`src/rtl/multicycle_ctrl_if.sv`:
```
// Control/status bundle between the multicycle control FSM and the core datapath.
// master: the control FSM (consumes opcode/flags/mem_ready, drives selects and enables).
// slave : the datapath/memory side (drives opcode/flags/mem_ready, consumes controls).
interface multicycle_ctrl_if;
  logic [6:0] instr_op;       // opcode field instr[6:0]
  logic       alu_zero;       // ALU zero flag
  logic       mem_ready;      // memory accepted/completed current request
  logic       mem_req;        // memory request valid
  logic       mem_we;         // memory write enable (valid with mem_req)
  logic       adr_src;        // 0 = PC, 1 = ALU result register
  logic       ir_write;       // load IR and old-PC register
  logic       pc_write;       // load PC from result bus
  logic       reg_write;      // register file write enable
  logic [1:0] imm_src;        // 00 I, 01 S, 10 B
  logic [1:0] alu_src_a;      // 00 PC, 01 old PC, 10 rs1
  logic [1:0] alu_src_b;      // 00 rs2, 01 imm, 10 const 4
  logic [1:0] alu_op;         // 00 add, 01 sub, 10 funct decode
  logic [1:0] result_src;     // 00 ALU reg, 01 read data, 10 ALU direct
  logic       instr_retired;  // one-cycle pulse per completed instruction
  logic       fault;          // sticky fault indication
  logic [3:0] state_o;        // current state encoding

  modport master (
    input  instr_op, alu_zero, mem_ready,
    output mem_req, mem_we, adr_src, ir_write, pc_write, reg_write, imm_src,
           alu_src_a, alu_src_b, alu_op, result_src, instr_retired, fault, state_o
  );

  modport slave (
    output instr_op, alu_zero, mem_ready,
    input  mem_req, mem_we, adr_src, ir_write, pc_write, reg_write, imm_src,
           alu_src_a, alu_src_b, alu_op, result_src, instr_retired, fault, state_o
  );
endinterface

```
`src/rtl/multicycle_ctrl.sv`:
```
// Main control FSM of the multicycle RV32 core. Sequences fetch, decode, execute,
// memory and writeback over a shared ALU and memory port, with a memory-wait
// watchdog that drops into a sticky FAULT state.
// Ports:
//   clk - core clock
//   rst - asynchronous active-high reset
//   bus - multicycle_ctrl_if.master: opcode/flags/mem_ready in, datapath controls out
module multicycle_ctrl #(
  parameter int unsigned MAX_WAIT = 255
) (
  input  logic               clk,
  input  logic               rst,
  multicycle_ctrl_if.master  bus
);

  typedef enum logic [3:0] {
    S_FETCH    = 4'd0,
    S_DECODE   = 4'd1,
    S_MEMADR   = 4'd2,
    S_MEMREAD  = 4'd3,
    S_MEMWB    = 4'd4,
    S_MEMWRITE = 4'd5,
    S_EXEC_R   = 4'd6,
    S_EXEC_I   = 4'd7,
    S_ALU_WB   = 4'd8,
    S_BRANCH   = 4'd9,
    S_FAULT    = 4'd10
  } state_t;

  localparam logic [6:0] OP_LW  = 7'b0000011;
  localparam logic [6:0] OP_SW  = 7'b0100011;
  localparam logic [6:0] OP_R   = 7'b0110011;
  localparam logic [6:0] OP_I   = 7'b0010011;
  localparam logic [6:0] OP_BEQ = 7'b1100011;

  localparam logic [15:0] WaitLimit = 16'(MAX_WAIT - 1);

  state_t      r_state;
  state_t      w_next;
  logic [15:0] r_wait_cnt;
  logic [15:0] w_wait_cnt_d;
  logic        w_waiting;
  logic        w_timeout;

  logic       w_mem_req, w_mem_we, w_adr_src, w_ir_write, w_pc_write, w_reg_write;
  logic       w_retired, w_fault;
  logic [1:0] w_imm_src, w_src_a, w_src_b, w_alu_op, w_result_src;

  assign w_waiting = (r_state == S_FETCH) || (r_state == S_MEMREAD) ||
                     (r_state == S_MEMWRITE);
  // mem_ready in the limit cycle wins over the timeout.
  assign w_timeout = w_waiting && !bus.mem_ready && (r_wait_cnt == WaitLimit);

  always_ff @(posedge clk or posedge rst) begin
    if (rst) begin
      r_state    <= S_FETCH;
      r_wait_cnt <= 16'd0;
    end else begin
      r_state    <= w_next;
      r_wait_cnt <= w_wait_cnt_d;
    end
  end

  // Next state.
  always_comb begin
    w_next = r_state;
    case (r_state)
      S_FETCH: begin
        if (bus.mem_ready)  w_next = S_DECODE;
        else if (w_timeout) w_next = S_FAULT;
      end
      S_DECODE: begin
        case (bus.instr_op)
          OP_LW, OP_SW: w_next = S_MEMADR;
          OP_R:         w_next = S_EXEC_R;
          OP_I:         w_next = S_EXEC_I;
          OP_BEQ:       w_next = S_BRANCH;
          default:      w_next = S_FAULT;
        endcase
      end
      S_MEMADR: begin
        if (bus.instr_op == OP_SW)      w_next = S_MEMWRITE;
        else if (bus.instr_op == OP_LW) w_next = S_MEMREAD;
        else                            w_next = S_FAULT;
      end
      S_MEMREAD: begin
        if (bus.mem_ready)  w_next = S_MEMWB;
        else if (w_timeout) w_next = S_FAULT;
      end
      S_MEMWB: w_next = S_FETCH;
      S_MEMWRITE: begin
        if (bus.mem_ready)  w_next = S_FETCH;
        else if (w_timeout) w_next = S_FAULT;
      end
      S_EXEC_R: w_next = S_ALU_WB;
      S_EXEC_I: w_next = S_ALU_WB;
      S_ALU_WB: w_next = S_FETCH;
      S_BRANCH: w_next = S_FETCH;
      S_FAULT:  w_next = S_FAULT;
      default:  w_next = S_FAULT;
    endcase
  end

  // Wait counter: clears on any state change, counts non-ready wait cycles.
  always_comb begin
    w_wait_cnt_d = r_wait_cnt;
    if (w_next != r_state)                 w_wait_cnt_d = 16'd0;
    else if (w_waiting && !bus.mem_ready)  w_wait_cnt_d = r_wait_cnt + 16'd1;
  end

  // Outputs: Moore from state; ir/pc write and the MEMWRITE retire pulse are qualified.
  always_comb begin
    w_mem_req    = 1'b0;
    w_mem_we     = 1'b0;
    w_adr_src    = 1'b0;
    w_ir_write   = 1'b0;
    w_pc_write   = 1'b0;
    w_reg_write  = 1'b0;
    w_retired    = 1'b0;
    w_fault      = 1'b0;
    w_imm_src    = 2'b00;
    w_src_a      = 2'b00;
    w_src_b      = 2'b00;
    w_alu_op     = 2'b00;
    w_result_src = 2'b00;
    case (r_state)
      S_FETCH: begin
        w_mem_req    = 1'b1;
        w_src_b      = 2'b10;
        w_result_src = 2'b10;
        w_ir_write   = bus.mem_ready;
        w_pc_write   = bus.mem_ready;
      end
      S_DECODE: begin
        w_src_a   = 2'b01;
        w_src_b   = 2'b01;
        w_imm_src = 2'b10;
      end
      S_MEMADR: begin
        w_src_a   = 2'b10;
        w_src_b   = 2'b01;
        w_imm_src = (bus.instr_op == OP_SW) ? 2'b01 : 2'b00;
      end
      S_MEMREAD: begin
        w_mem_req = 1'b1;
        w_adr_src = 1'b1;
      end
      S_MEMWB: begin
        w_result_src = 2'b01;
        w_reg_write  = 1'b1;
        w_retired    = 1'b1;
      end
      S_MEMWRITE: begin
        w_mem_req = 1'b1;
        w_mem_we  = 1'b1;
        w_adr_src = 1'b1;
        w_retired = bus.mem_ready;
      end
      S_EXEC_R: begin
        w_src_a  = 2'b10;
        w_alu_op = 2'b10;
      end
      S_EXEC_I: begin
        w_src_a  = 2'b10;
        w_src_b  = 2'b01;
        w_alu_op = 2'b10;
      end
      S_ALU_WB: begin
        w_reg_write = 1'b1;
        w_retired   = 1'b1;
      end
      S_BRANCH: begin
        w_src_a    = 2'b10;
        w_alu_op   = 2'b01;
        w_imm_src  = 2'b10;
        w_pc_write = bus.alu_zero;
        w_retired  = 1'b1;
      end
      S_FAULT: w_fault = 1'b1;
      default: ;
    endcase
    // While reset is held, no request or write enable may be asserted.
    if (rst) begin
      w_mem_req   = 1'b0;
      w_mem_we    = 1'b0;
      w_ir_write  = 1'b0;
      w_pc_write  = 1'b0;
      w_reg_write = 1'b0;
      w_retired   = 1'b0;
    end
  end

  assign bus.mem_req       = w_mem_req;
  assign bus.mem_we        = w_mem_we;
  assign bus.adr_src       = w_adr_src;
  assign bus.ir_write      = w_ir_write;
  assign bus.pc_write      = w_pc_write;
  assign bus.reg_write     = w_reg_write;
  assign bus.imm_src       = w_imm_src;
  assign bus.alu_src_a     = w_src_a;
  assign bus.alu_src_b     = w_src_b;
  assign bus.alu_op        = w_alu_op;
  assign bus.result_src    = w_result_src;
  assign bus.instr_retired = w_retired;
  assign bus.fault         = w_fault;
  assign bus.state_o       = r_state;

endmodule
```
`src/flat_wrapper.sv`:
```
// flat-port wrapper written by rule: the top's interface ports become plain ports
module multicycle_ctrl_flat 
#(
  parameter int unsigned MAX_WAIT = 255
)
  (clk, rst, bus_instr_op, bus_alu_zero, bus_mem_ready, bus_mem_req, bus_mem_we, bus_adr_src, bus_ir_write, bus_pc_write, bus_reg_write, bus_imm_src, bus_alu_src_a, bus_alu_src_b, bus_alu_op, bus_result_src, bus_instr_retired, bus_fault, bus_state_o);
  multicycle_ctrl_if bus_i ();
  input  logic clk;
  input  logic rst;
  input wire logic [$bits(bus_i.instr_op)-1:0] bus_instr_op;
  input wire logic [$bits(bus_i.alu_zero)-1:0] bus_alu_zero;
  input wire logic [$bits(bus_i.mem_ready)-1:0] bus_mem_ready;
  output wire logic [$bits(bus_i.mem_req)-1:0] bus_mem_req;
  output wire logic [$bits(bus_i.mem_we)-1:0] bus_mem_we;
  output wire logic [$bits(bus_i.adr_src)-1:0] bus_adr_src;
  output wire logic [$bits(bus_i.ir_write)-1:0] bus_ir_write;
  output wire logic [$bits(bus_i.pc_write)-1:0] bus_pc_write;
  output wire logic [$bits(bus_i.reg_write)-1:0] bus_reg_write;
  output wire logic [$bits(bus_i.imm_src)-1:0] bus_imm_src;
  output wire logic [$bits(bus_i.alu_src_a)-1:0] bus_alu_src_a;
  output wire logic [$bits(bus_i.alu_src_b)-1:0] bus_alu_src_b;
  output wire logic [$bits(bus_i.alu_op)-1:0] bus_alu_op;
  output wire logic [$bits(bus_i.result_src)-1:0] bus_result_src;
  output wire logic [$bits(bus_i.instr_retired)-1:0] bus_instr_retired;
  output wire logic [$bits(bus_i.fault)-1:0] bus_fault;
  output wire logic [$bits(bus_i.state_o)-1:0] bus_state_o;
  assign bus_i.instr_op = bus_instr_op;
  assign bus_i.alu_zero = bus_alu_zero;
  assign bus_i.mem_ready = bus_mem_ready;
  assign bus_mem_req = bus_i.mem_req;
  assign bus_mem_we = bus_i.mem_we;
  assign bus_adr_src = bus_i.adr_src;
  assign bus_ir_write = bus_i.ir_write;
  assign bus_pc_write = bus_i.pc_write;
  assign bus_reg_write = bus_i.reg_write;
  assign bus_imm_src = bus_i.imm_src;
  assign bus_alu_src_a = bus_i.alu_src_a;
  assign bus_alu_src_b = bus_i.alu_src_b;
  assign bus_alu_op = bus_i.alu_op;
  assign bus_result_src = bus_i.result_src;
  assign bus_instr_retired = bus_i.instr_retired;
  assign bus_fault = bus_i.fault;
  assign bus_state_o = bus_i.state_o;
  multicycle_ctrl #(.MAX_WAIT(MAX_WAIT)) u_core (.clk(clk), .rst(rst), .bus(bus_i));
endmodule
```
`config.mk`:
```
export PLATFORM = sky130hd
export DESIGN_NAME = multicycle_ctrl_flat
export DESIGN_NICKNAME = d
export VERILOG_FILES = /design/src/rtl/multicycle_ctrl_if.sv /design/src/rtl/multicycle_ctrl.sv /design/src/flat_wrapper.sv
export SDC_FILE = /design/constraint.sdc
export NUM_CORES = 1
export LEC_CHECK = 0
export CAP_MARGIN = 25
export CORE_ASPECT_RATIO = 0.5
export CORE_UTILIZATION = 56
export DETAILED_ROUTE_END_ITERATION = 10
export PLACE_DENSITY_LB_ADDON = 0.3
export SLEW_MARGIN = 0
export SYNTH_ARGS = -nofsm -noshare
export SYNTH_HDL_FRONTEND = slang
export SYNTH_SLANG_ARGS = --single-unit
```
`constraint.sdc`:
```
create_clock -name clk -period 4.95 [get_ports clk]
set_clock_uncertainty 0.1 [all_clocks]
set_input_delay 0.7425 -clock clk [delete_from_list [all_inputs] [get_ports clk]]
set_output_delay 0.7425 -clock clk [all_outputs]
set_load 0.005 [all_outputs]
```
==> flow_summary.json <==
{
  "grt_setup_unrepaired": "no",
  "hpwl_mm": 2.842,
  "ant_nets": 0,
  "start_util_pct": 62.23,
  "path_class": "reg2out",
  "die_area_um2": 3274,
  "p_leak_nw": 0.7828,
  "clockRootBuffer": "clkbuf_8",
  "area_growth_pct": 20.38,
  "via_per_inst": 6.213,
  "status": "completed",
  "cp.required_ns": 4.11,
  "die_h_um": 40.97,
  "multiInputGateArea_um2": 1090,
  "yosysMostFrequentCell": "dfrtp_1",
  "diodes": 0,
  "cts_resized": 0,
  "regArea_um2": 500.5,
  "synth_area_um2": 1700,
  "gp_congestion": 0.9823,
  "drc": 0,
  "synth_edf_count": 0,
  "rows": 13,
  "async_reset_ff_share_pct": 100.0,
  "finalHoldViolations": 0,
  "synth_top_area_share_pct": 29.43,
  "tns_ns": 0,
  "synth_area_per_cell_um2": 8.856,
  "yosysSeqAreaShare_pct": 29.43,
  "ys_warn_count": 0,
  "grt_pass1_vias": 1329,
  "crit_slowest_cell": "a22oi_2",
  "crit_arrival_ns": 3.38,
  "drtPass1Iterations": 4,
  "cpPeakStageDelay_ns": 0.84,
  "grt_start_max_net_pins": 23,
  "ctsHoldBuffers": 0,
  "syn_nets": 205,
  "slew_headroom_pct": 29.25,
  "clkTransAtPathRegs_ns": 0.07,
  "drive_above_1_share_pct": 13.43,
  "cts.sinks": 20,
  "yosysTopAreaCell": "dfrtp_1",
  "ios": 33,
  "drt-initial-drc-count": 114,
  "worstSetupStartpointType": "flip-flop",
  "fin_crit_ns": 4.220,
  "ys_types": 54,
  "synth_area_leaders": "dfrtp_1, nor3_2, nor3_1",
  "track_usage_pct": 27.22,
  "die_w_um": 79.93,
  "whs_ns": 0.4836,
  "cap_violations": 0,
  "dr_total_vias": 1572,
  "nNetsFinal": 231,
  "cts_max_level": 1,
  "stdcell_area_um2": 2047,
  "cp-endpoint": "bus_fault",
  "wl_mm": 3.971,
  "fmax_ghz": 0.2369,
  "wl_per_cell_um": 15.70,
  "reg2reg_to": "u_core.r_wait_cnt[15]",
  "cts_tree": "built",
  "end_kind": "output port",
  "setup_viol": 0,
  "postPlaceCellArea_um2": 2006,
  "synthFlopType": "dfrtp_1",
  "peakVddDrop_mv": 0.2680,
  "reg2reg_slack_ns": 1.96,
  "post_cts_buffers": 0,
  "r2r_cells": 6,
  "synth_cells": 192,
  "startpoint": "u_core.bus.state_o[0]",
  "worstSkewPairLatency_ns": 0.26,
  "cts_buffer_depth": 2,
  "numCtsBuffers": 3,
  "cp_cell_sequence": "nor4b_2 > o22ai_1 > a31oi_1 > o22ai_1 > a22oi_2 > nor3_2 > clkdlybuf4s50_1",
  "ys_ff_latch": 20,
  "core_area_um2": 2733,
  "antenna_found_initial": 0,
  "grt-ovfl-total": 0,
  "powerDensity_nw_per_um2": 365.1,
  "nFillCells": 187,
  "io_buffers": 32,
  "path_common_cell": "o22ai_1",
  "cp_max_fo": 20,
  "reg2reg_from": "u_core.bus.state_o[0]",
  "hold_path_class": "reg2reg",
  "worst_pin_slew_ns": 1.061,
  "grt_pass1_wl_mm": 6.499,
  "finalCritPeriodShare_pct": 85.26,
  "yosys-top-cells-count": "dfrtp_1, nor3_1, nand2_1, nor2_1, nor3_2",
  "slew_viol_final": 0
}
[layout make-up]
cell class | count | share of cell area, %
Tap cell | 37 | 2.262
Inverter | 5 | 0.9169
Multi-Input combinational cell | 152 | 53.24
Timing Repair Buffer | 36 | 17.11
Clock buffer | 3 | 2.017
Sequential cell | 20 | 24.45
[sequential cells by signal, indices dropped and copies added (netlist names)]
| name | cells |
|---|---|
| u_core.r_wait_cnt | 16 |
| u_core.bus.state_o | 4 |
[metal layers]
| layer | routed length [µm] | part of all wire, % | global-route usage [%] | vias up |
|---|---|---|---|---|
| met5 | 0 | 0 | 0 | - |
| met2 | 1893 | 48 | 47.22 | 65 |
| met1 | 1832 | 46 | 35.78 | 750 |
| met3 | 184 | 4.6 | 4.667 | 7 |
| met4 | 60 | 1.5 | 9.375 | 0 |
| li1 | - | - | - | 750 |
[worst max-delay path, delay by kind of cell (launching register included)]
kind	cells	cell delay, ns
buffers and inverters	1	0.48
and+or+nand+nor	2	0.55
AOI/OAI and AO/OA	4	1.36
DFF	1	0.73
[logic make-up after synthesis]
kind of cell	Yosys count	synth area share, %
buffers and inverters	20	6.475
xor gates and xnor gates	16	8.242
AOI/OAI and AO/OA	30	15.16
adders and majority gates	2	1.471
and+or+nand+nor	102	37.75
muxes	2	1.471
DFF	20	29.43
[cells in the final DEF, fill, tap and decap left out, types with 5 or more instances in the layout]
master / Yosys / final
nor3_2: 11 / 11
xnor2_1: 8 / 8
nand3_1: 6 / 6
nor2b_1: 5 / 5
nand2b_1: 8 / 8
clkdlybuf4s50_1: 0 / 32
nand4_1: 6 / 6
xor2_1: 8 / 8
dfrtp_1: 20 / 20
nor3_1: 15 / 15
nand2_1: 14 / 14
and3_1: 5 / 5
nor2_1: 12 / 12
inv_1: 5 / 5
[through the flow]
step	std cells	power, mW	worst slack [ns]	utilization (%)
global placement	250	0.6283	0.8613	73.40
floorplan	192	0.5040	1.980	-
CTS	253	0.7464	0.7939	74.91
finish	253	0.7473	0.7297	74.91
detailed placement	250	0.6381	0.8227	73.40
global route	253	0.7937	0.5088	74.91
[where the power goes]
group	switching, mW	internal, mW
registers	0.0522	0.178
clock network	0.0530	0.0542
logic	0.221	0.189
total	0.327	0.421
[worst min-delay path by stage]
stage | endpoint | from | cells after the start | slack, ns
after CTS | u_core.r_wait_cnt[6] | u_core.r_wait_cnt[6] | 2 | 0.49
after global placement | u_core.r_wait_cnt[6] | u_core.r_wait_cnt[6] | 2 | 0.45
after global routing | u_core.r_wait_cnt[6] | u_core.r_wait_cnt[6] | 2 | 0.50
final | u_core.r_wait_cnt[6] | u_core.r_wait_cnt[6] | 2 | 0.48
after detailed placement | u_core.r_wait_cnt[6] | u_core.r_wait_cnt[6] | 2 | 0.48
after floorplan | u_core.r_wait_cnt[6] | u_core.r_wait_cnt[6] | 2 | 0.43
Note: power is estimated with default switching activity, not from simulation.
